===== src/rtl/note_event_player.sv =====
// note_event_player: buffers timed note events per voice and regenerates the
// per-voice note_value/octave/note_on outputs, one event after another.
// Optional feature macro: NOTE_PLAYER_LOOP_EN (popped events recycle to the
// tail of their own voice FIFO so loaded sequences repeat forever).
module note_event_player #(
  parameter int unsigned NUM_VOICES = 5,
  parameter int unsigned FIFO_DEPTH = 4,
  parameter int unsigned DUR_WIDTH  = 32
) (
  input  logic                    clk_in,
  input  logic                    rst_in,
  input  logic                    event_valid_in,
  output logic                    event_ready_out,
  input  logic [2:0]              event_voice_in,
  input  logic [7:0]              event_note_in,
  input  logic [DUR_WIDTH-1:0]    event_duration_in,
  input  logic                    play_in,
  output logic [4*NUM_VOICES-1:0] note_value_array,
  output logic [4*NUM_VOICES-1:0] octave_count,
  output logic [NUM_VOICES-1:0]   note_on_out,
  output logic [NUM_VOICES-1:0]   voice_busy_out,
  output logic                    valid_note_out
);
  localparam int unsigned PTR_W = (FIFO_DEPTH > 1) ? $clog2(FIFO_DEPTH) : 1;
  localparam int unsigned CNT_W = PTR_W + 1;
  localparam logic [7:0]  REST  = 8'hFF;
`ifdef NOTE_PLAYER_LOOP_EN
  localparam bit LOOP = 1'b1;
`else
  localparam bit LOOP = 1'b0;
`endif

  typedef enum logic [1:0] {IDLE, PLAY, GAP} state_t;
  typedef struct packed {
    logic [7:0]           code;
    logic [DUR_WIDTH-1:0] dur;
  } event_t;

  event_t               mem        [NUM_VOICES][FIFO_DEPTH];
  event_t               head       [NUM_VOICES];
  logic [PTR_W-1:0]     rd_ptr     [NUM_VOICES];
  logic [PTR_W-1:0]     wr_ptr     [NUM_VOICES];
  logic [CNT_W-1:0]     count      [NUM_VOICES];
  logic [CNT_W-1:0]     count_next [NUM_VOICES];
  state_t               state      [NUM_VOICES];
  logic [DUR_WIDTH-1:0] cnt        [NUM_VOICES];
  logic [7:0]           cur_code   [NUM_VOICES];
  logic [7:0]           disp       [NUM_VOICES];
  logic [7:0]           disp_next  [NUM_VOICES];
  logic [NUM_VOICES-1:0] empty, full, pop, push, idle_next, changed;
  logic                  rdy;

  // FIFO status and head-of-queue view
  always_comb begin
    for (int v = 0; v < NUM_VOICES; v++) begin
      empty[v] = (count[v] == '0);
      full[v]  = (count[v] == CNT_W'(FIFO_DEPTH));
      head[v]  = mem[v][rd_ptr[v]];
    end
  end

  // Pop decision and next displayed code per voice
  always_comb begin
    for (int v = 0; v < NUM_VOICES; v++) begin
      pop[v]       = 1'b0;
      idle_next[v] = 1'b0;
      disp_next[v] = disp[v];
      case (state[v])
        IDLE: begin
          if (play_in && !empty[v]) begin
            pop[v]       = 1'b1;
            disp_next[v] = head[v].code;
          end else begin
            idle_next[v] = 1'b1;
          end
        end
        PLAY: begin
          if (play_in && cnt[v] == DUR_WIDTH'(1)) begin
            if (empty[v]) begin
              idle_next[v] = 1'b1;
              disp_next[v] = REST;
            end else if (head[v].code != cur_code[v] || cur_code[v] == REST) begin
              pop[v]       = 1'b1;
              disp_next[v] = head[v].code;
            end else begin
              // same non-rest code back to back: one silent cycle to retrigger
              disp_next[v] = REST;
            end
          end
        end
        GAP: begin
          pop[v]       = 1'b1;
          disp_next[v] = head[v].code;
        end
        default: idle_next[v] = 1'b1;
      endcase
    end
  end

  // Input handshake, FIFO occupancy update and output-change detection
  always_comb begin
    rdy = 1'b1;
    for (int v = 0; v < NUM_VOICES; v++) begin
      if (int'(event_voice_in) == v) rdy = !full[v] && !(LOOP && pop[v]);
    end
    for (int v = 0; v < NUM_VOICES; v++) begin
      push[v]       = event_valid_in && rdy && (int'(event_voice_in) == v);
      count_next[v] = count[v] + CNT_W'(push[v]) - CNT_W'(pop[v] && !LOOP);
      changed[v]    = (disp_next[v] != disp[v]);
    end
  end

  assign event_ready_out = rdy;

  // Displayed code fans out to the note/octave output buses
  always_comb begin
    for (int v = 0; v < NUM_VOICES; v++) begin
      note_value_array[4*v +: 4] = disp[v][7:4];
      octave_count[4*v +: 4]     = disp[v][3:0];
    end
  end

  // FIFO storage: external writes, or recycled head in loop mode
  always_ff @(posedge clk_in) begin
    for (int v = 0; v < NUM_VOICES; v++) begin
      if (push[v]) begin
        mem[v][wr_ptr[v]] <= {event_note_in, event_duration_in};
      end else if (LOOP && pop[v]) begin
        mem[v][wr_ptr[v]] <= head[v];
      end
    end
  end

  // FIFO pointers and occupancy
  always_ff @(posedge clk_in) begin
    for (int v = 0; v < NUM_VOICES; v++) begin
      if (rst_in) begin
        rd_ptr[v] <= '0;
        wr_ptr[v] <= '0;
        count[v]  <= '0;
      end else begin
        if (push[v] || (LOOP && pop[v])) wr_ptr[v] <= wr_ptr[v] + PTR_W'(1);
        if (pop[v]) rd_ptr[v] <= rd_ptr[v] + PTR_W'(1);
        count[v] <= count_next[v];
      end
    end
  end

  // Per-voice playback sequencing and registered outputs
  always_ff @(posedge clk_in) begin
    if (rst_in) begin
      for (int v = 0; v < NUM_VOICES; v++) begin
        state[v]    <= IDLE;
        cnt[v]      <= '0;
        cur_code[v] <= REST;
        disp[v]     <= REST;
      end
      note_on_out    <= '0;
      voice_busy_out <= '0;
      valid_note_out <= 1'b0;
    end else begin
      for (int v = 0; v < NUM_VOICES; v++) begin
        disp[v]           <= disp_next[v];
        note_on_out[v]    <= (disp_next[v] != REST);
        voice_busy_out[v] <= !idle_next[v] || (count_next[v] != '0);
        if (pop[v]) begin
          state[v]    <= PLAY;
          cnt[v]      <= (head[v].dur == '0) ? DUR_WIDTH'(1) : head[v].dur;
          cur_code[v] <= head[v].code;
        end else if (state[v] == PLAY && play_in) begin
          if (cnt[v] != DUR_WIDTH'(1)) cnt[v] <= cnt[v] - DUR_WIDTH'(1);
          else if (idle_next[v])       state[v] <= IDLE;
          else                         state[v] <= GAP;
        end
      end
      valid_note_out <= |changed;
    end
  end

endmodule


===== config.mk =====
export PLATFORM = sky130hd
export DESIGN_NAME = note_event_player
export DESIGN_NICKNAME = d
export VERILOG_FILES = /design/src/rtl/note_event_player.sv
export SDC_FILE = /design/constraint.sdc
export NUM_CORES = 1
export LEC_CHECK = 0
export ABC_AREA = 1
export BUFFER_PORTS_ARGS = -buffer_cell sky130_fd_sc_hd__buf_2
export CAP_MARGIN = 20
export CORE_AREA = 5 5 340 342
export CTS_CLUSTER_SIZE = 16
export DETAILED_ROUTE_END_ITERATION = 12
export DIE_AREA = 0 0 345 347
export PLACE_DENSITY = 0.72
export RECOVER_POWER = 25
export SLEW_MARGIN = 20
export SYNTH_ARGS = -nofsm -noshare
export SYNTH_HDL_FRONTEND = slang
export SYNTH_SLANG_ARGS = --single-unit

===== constraint.sdc =====
create_clock -name clk_in -period 6.6 [get_ports clk_in]
set_input_delay 0.66 -clock clk_in [delete_from_list [all_inputs] [get_ports clk_in]]
set_output_delay 0.66 -clock clk_in [all_outputs]
set_load 0.01 [all_outputs]

==> results of run 1 <==
==> final cells by class <==
class / count / area share, %
clock inverters: 74 / 1.46
clock buffers: 127 / 4.99
repair buffers: 152 / 1.64
multi-input cells: 3132 / 28.7
flip-flops and latches: 1096 / 56.7
diodes: 4 / 0.0176
inverters: 485 / 3.21
well taps: 1500 / 3.30
==> metrics by stage <==
step,hold WS [ps],std cells,power (mW),setup WS (ps)
floorplan,478,4913,15.9,2250
global placement,505,6362,17.7,1970
detailed placement,510,6365,18.0,1840
CTS,433,6566,24.3,1830
global route,503,6567,25.8,1380
finish,508,6570,24.3,1760
==> logic make-up after synthesis <==
group / count (synthesis) / share of synthesized area, %
fa+ha+maj: 45 / 1.17
flops: 1096 / 62.9
compound gates: 776 / 9.50
buf+inv: 685 / 5.50
simple gates: 2191 / 18.8
xor+xnor: 120 / 2.07
==> cell usage after synthesis (all sizes together) (67+ instances only) <==
master and number:
a21oi 148, a32o 79, buf 72, clkbuf 128, dfxtp 67, edfxtp 1029
inv 483, nand2 1169, nand3 312, nor2 505, o21ai 362, o22ai 72
xor2 72
==> state kept, by name (all words and copies together) (netlist names) <==
| signal | flops |
|---|---|
| wr_ptr | 10 |
| voice_busy_out | 5 |
| count | 15 |
| cur_code | 40 |
| note_on_out | 5 |
| state | 10 |
| cnt | 160 |
| valid_note_out | 1 |
| disp | 40 |
| mem | 800 |
| rd_ptr | 10 |
==> how the worst max path moves through the flow <==
stage	endpoint	slack, ps
floorplan	mem[0][0]	2250
global placement	cnt[4][24]	1970
detailed placement	cnt[4][9]	1840
CTS	cnt[4][20]	1830
global route	cnt[4][3]	1380
finish	cnt[4][26]	1760
==> metal layers <==
layer	track usage (%)	vias to the layer above	share of wire [%]	wire length (um)
met2	33.7	1311	46	59000
met4	6.66	8	2.9	3730
li1	-	17200	-	-
met1	28.4	17300	43	54900
met5	0	-	0.039	49
met3	3.01	206	7.5	9480
==> power by group through the flow <==
| stage | registers (mW) | clock network, mW | logic, mW |
|---|---|---|---|
| after global placement | 9.84 | 0 | 7.90 |
| final | 9.76 | 6.34 | 8.19 |
| after floorplan | 9.69 | 0 | 6.23 |
| after CTS | 9.74 | 6.42 | 8.15 |
| after global routing | 9.87 | 6.72 | 9.21 |
| after detailed placement | 9.86 | 0 | 8.10 |
==> cell usage in the layout, fill, tap and decap left out, drive strengths merged, types with 48 or more instances in the layout <==
master / count
nand2: 1169
edfxtp: 1029
nor2: 505
inv: 487
o21ai: 362
nand3: 312
clkbuf: 157
a21oi: 148
buf: 122
a32o: 79
xor2: 72
o22ai: 72
dfxtp: 67
nor3: 55
nand4: 54
nor4: 51
xnor2: 48
==> tightest hold or removal path, cell delays in order <==
cell and delay, ps:
buf_2 100, buf_4 250, nor2_1 130
==> impl_metrics.yaml, run 1 <==
sta:
  fmax_ghz: 0.207
  setup_viol: 0
  rsz0062_at_grt: "no"
  worstMarginPinSlew_ps: 1540
  fin_skew_ps: 28.5
  period_share_pct: 73.3
  hold_viol_final: 0
  slew_viol_final: 21
  fin_tns_setup_ps: 0
  relSlewSlack_pct: -2.77
  finalCriticalPeriod_ps: 4840
worst_hold_path:
  hp-class: "in -> reg"
  worstHoldEndpoint: "count[0][1]"
  holdPathStages: 3
  holdCritStartpoint: "rst_in"
cells_and_area:
  drive_gt1_share_pct: 10.8
  seqCellArea_sq_um: 32200
  final_core_util_pct: 50.8
  nNetsFinal: 5068
  finish.instance_area_sq_um: 56900
  multi_input_area_sq_um: 16300
  num-fill-cells: 9797
  area.growth.synth_to_final_pct: 11.0
power_and_ir_drop:
  p_int_mw: 15.3
  power_frac_clock_pct: 26.1
  pwr-share-seq_pct: 40.2
  netSwitchingPower_mw: 9.02
  power_leakage_nw: 21.6
  vdd.ir_drop.worst_mv: 0.243
  p_per_area_nw_per_um2: 427
  p_comb_share_pct: 33.7
  netSwitchingFraction_pct: 37.1
worst_setup_path:
  r2r_setup_slack_ps: 1760
  critPathTopFamily: "simple AND/OR/NAND/NOR gates"
  r2r-end: "cnt[4][26]"
  path_class: "reg -> reg"
  path_buf_inv: 2
  cp.arrival_ps: 5230
  endpoint_kind: "flop"
  cp.required_ps: 6990
  critPathLaunchType: "flop"
  r2r_cells: 17
  cp_max_fo: 45
  crit_start: "rd_ptr[3][1]"
  r2r-start: "rd_ptr[3][1]"
  cp_slowest_cell: "nand3_1"
  crit_chain: "buf_4, inv_2, nand3_1, nand2_1, nand2_1, nand2_1, nand3_1, nor2_2, nand3_4, nand2_2, a21boi_4, nand2_4, nand4_2, nor2_4, nand3_4, nand3_1, o21bai_1"
  cp_slowest_stage_delay_ps: 970
  crit_cells: 17
synthesis:
  synthDistinctLibCells: 72
  ys_seq_area_share_pct: 62.9
  yosys_warnings: 0
  syn-instance-count: 4913
  async_reset_ff_share_pct: 0
  synth_flop_cell: "edfxtp_1"
  yosys_register_bits: 1096
  syn_area_sq_um: 51200
  netlist.area_leader.share_pct: 60.3
  synth_top_area_cell: "edfxtp_1"
  syn_nets: 5005
  synth_edf_count: 1029
  synth.area.top_cells: "edfxtp_1 60%, nand2_1 8.4%, nor2_1 3.4%"
  syn_avg_cell_area_sq_um: 10.4
detailed_routing:
  num_vias: 36000
  dr.pass1.iters: 5
  wire_per_inst_um: 19.3
  ant_nets: 0
  first_iter_violations: 3674
  drc: 0
  wl_um: 127000
  via_per_inst: 5.48
placed_design:
  dpl_cell_area_sq_um: 53200
  gp_congestion: 0.900
  place_hpwl_um: 81500
  portBuffers: 98
outcome:
  violations: "capacitance limit, slew limit"
  status: "complete, but fails checks"
global_route:
  grt_pass1_wl_um: 196000
  antenna_found_initial: 10
  grt_max_degree: 97
  grt_pass1_vias: 34100
  grt_overflow: 0
  grt.total_usage_pct: 20.5
floorplanning:
  die_y_um: 347
  io_pins: 99
  row_count: 123
  die_w_um: 345
  start_util_pct: 45.7
  core_area_sq_um: 112000
  die_area_sq_um: 120000
clock_tree:
  post_cts_buffers: 0
  cts.clk_slew.worst_paths_ps: 60
  clock_latency_ps: 690
  hold_buffers: 0
  clkSinkCount: 1096
  tritoncts: "done"
  clockBufferDepth: 3
  cts_made_buffers: 109
  cts-root-buf: "clkbuf_16"
  cts_resized: 0
  htreeDepth: 3
flow_run:
  drv_cap: 2
No activity file was read; power rests on OpenSTA's default activity.
==> inputs of run 2 (changes only) <==
- clock period: 6.6 -> 4.9 ns (I/O delays scaled with it)
==> run 2 against run 1 <==
  * The run still ends with capacitance limit, slew limit left
  * Core utilization decreased by 0.13 points
  * Wire length up 0.89%
  * Via count fell by 0.13%
  * Non-clock buffer count up 5
  * Fmax grew 20%
==> impl_metrics.yaml, run 2 (synthesis results as in run 1) <==
outcome:
  violations: "capacitance limit, slew limit"
  status: "complete, but fails checks"
worst_hold_path:
  hp-class: "in -> reg"
  worstHoldEndpoint: "disp[0][2]"
  holdCritStartpoint: "rst_in"
  holdPathStages: 3
clock_tree:
  htreeDepth: 3
  hold_buffers: 0
  post_cts_buffers: 0
  clkSinkCount: 1096
  cts_resized: 0
  cts_made_buffers: 110
  tritoncts: "done"
  clockBufferDepth: 3
  clock_latency_ps: 690
  cts-root-buf: "clkbuf_16"
  cts.clk_slew.worst_paths_ps: 60
floorplanning:
  row_count: 123
  die_area_sq_um: 120000
  io_pins: 99
  die_w_um: 345
  die_y_um: 347
  start_util_pct: 45.7
  core_area_sq_um: 112000
cells_and_area:
  area.growth.synth_to_final_pct: 10.7
  largest_reg_flops: 800
  seqCellArea_sq_um: 32200
  multi_input_area_sq_um: 16300
  layout_commonest_cell: "nand2_1"
  mostFrequentLayoutCells: "1149 x nand2_1, 1029 x edfxtp_1, 450 x nor2_1"
  drive_gt1_share_pct: 10.7
  num-fill-cells: 9792
  nNetsFinal: 5074
global_route:
  grt.total_usage_pct: 20.9
  grt_overflow: 0
  grt_max_degree: 81
  grt_pass1_vias: 34300
  grt_pass1_wl_um: 198000
  antenna_found_initial: 7
detailed_routing:
  top_layer_used: "met5"
  routed-wl-met3_um: 9680
  wl_met1_um: 54300
  via_per_inst: 5.47
  drc: 0
  ant_nets: 0
  wl_met2_um: 61100
  first_iter_violations: 3856
  wl_um: 128000
  wire_per_inst_um: 19.5
  dr.pass1.iters: 6
  num_vias: 35900
sta:
  worstMarginPinSlew_ps: 1560
  finalCriticalPeriod_ps: 4020
  slew_viol_final: 42
  fin_tns_setup_ps: 0
  holdWs_ps: 157
  relSlewSlack_pct: -3.75
  hold_viol_final: 0
  period_share_pct: 82.1
  fin_skew_ps: 25.8
  setup_viol: 0
  rsz0062_at_grt: "no"
  fmax_ghz: 0.249
worst_setup_path:
  path_class: "reg -> reg"
  cp_slowest_stage_delay_ps: 670
  cp.arrival_ps: 4530
  cp_max_fo: 21
  cp_slowest_cell: "nand3_1"
  path_common_cell: "nand2_2"
  r2r-end: "cnt[4][8]"
  r2r_setup_slack_ps: 880
  critPathLaunchType: "flop"
  r2r-start: "cnt[1][4]"
  r2r_cells: 15
  cp.required_ps: 5400
  endpoint_kind: "flop"
  crit_chain: "nor2_1, nand2_1, nor3_1, nand2_1, nor2_1, nand3_1, nor2_4, nand2_2, a21boi_4, nand2_2, nand2_2, nor2_4, nand3_4, nand3_1, o21ai_1"
power_and_ir_drop:
  p_per_area_nw_per_um2: 572
  power_leakage_nw: 21.6
  vdd.ir_drop.worst_mv: 0.323
placed_design:
  portBuffers: 98
  place_hpwl_um: 81600
  gp_congestion: 0.893
flow_run:
  drv_cap: 2
run 2: cell count changes in the layout (fill, tap and decap cells not counted), moves of 2 or more:
| cell | previous run | this run |
|---|---|---|
| bufinv_16 | 16 | 7 |
| buf_16 | 3 | 0 |
| clkinvlp_4 | 9 | 3 |
| inv_6 | 4 | 2 |
| diode_2 | 4 | 1 |
| buf_12 | 1 | 6 |
| clkbuf_16 | 111 | 115 |
| clkbuf_1 | 46 | 53 |
| buf_4 | 50 | 53 |
| clkinv_2 | 21 | 23 |
run 2: critical path: cells and delay by family (launching register included):
family | cells | cell delay (ps)
and+or+nand+nor | 13 | 2730
AOI/OAI and AO/OA | 2 | 610
DFF | 1 | 470
run 2: routing by layer:
layer | track usage (%) | vias to the layer above
met1 | 28.0 | 17300
met2 | 35.2 | 1234
li1 | - | 17200
met4 | 5.90 | 4
met3 | 3.80 | 199
met5 | 0 | -
run 2: worst max-delay path by stage:
stage,slack [ps],to,cells after the start,startpoint
3_3_place_gp,870,mem[0][773],11,event_voice_in[1]
3_5_place_dp,850,mem[0][773],11,event_voice_in[1]
6_report,880,cnt[4][8],15,cnt[1][4]
2_1_floorplan,720,mem[0][0],9,event_voice_in[1]
4_1_cts,870,cnt[4][8],15,cnt[1][4]
5_1_grt,550,cnt[4][8],18,rd_ptr[4][0]
run 2: through the flow:
step | worst slack, ps | instance area (sq um) | instances | utilization, % | power (mW)
floorplan | 721 | 51200 | 4913 | - | 21.5
detailed placement | 847 | 53300 | 6370 | 47.5 | 24.3
global placement | 874 | 53300 | 6370 | 47.5 | 24.0
global route | 553 | 56700 | 6568 | 50.6 | 34.6
CTS | 866 | 56800 | 6568 | 50.7 | 32.5
finish | 877 | 56700 | 6569 | 50.6 | 32.4
run 2: cell type report:
class | count | share of cell area (%)
clock inverters | 59 | 0.904
well taps | 1500 | 3.31
repair buffers | 157 | 1.71
flip-flops and latches | 1096 | 56.8
inverters | 485 | 3.22
diodes | 1 | 0.00441
multi-input cells | 3132 | 28.8
clock buffers | 139 | 5.25
run 2: power breakdown:
part           internal (mW)  switching [mW]
Combinational           3.63            7.42
Clock                   4.66            3.54
Sequential              12.0            1.22
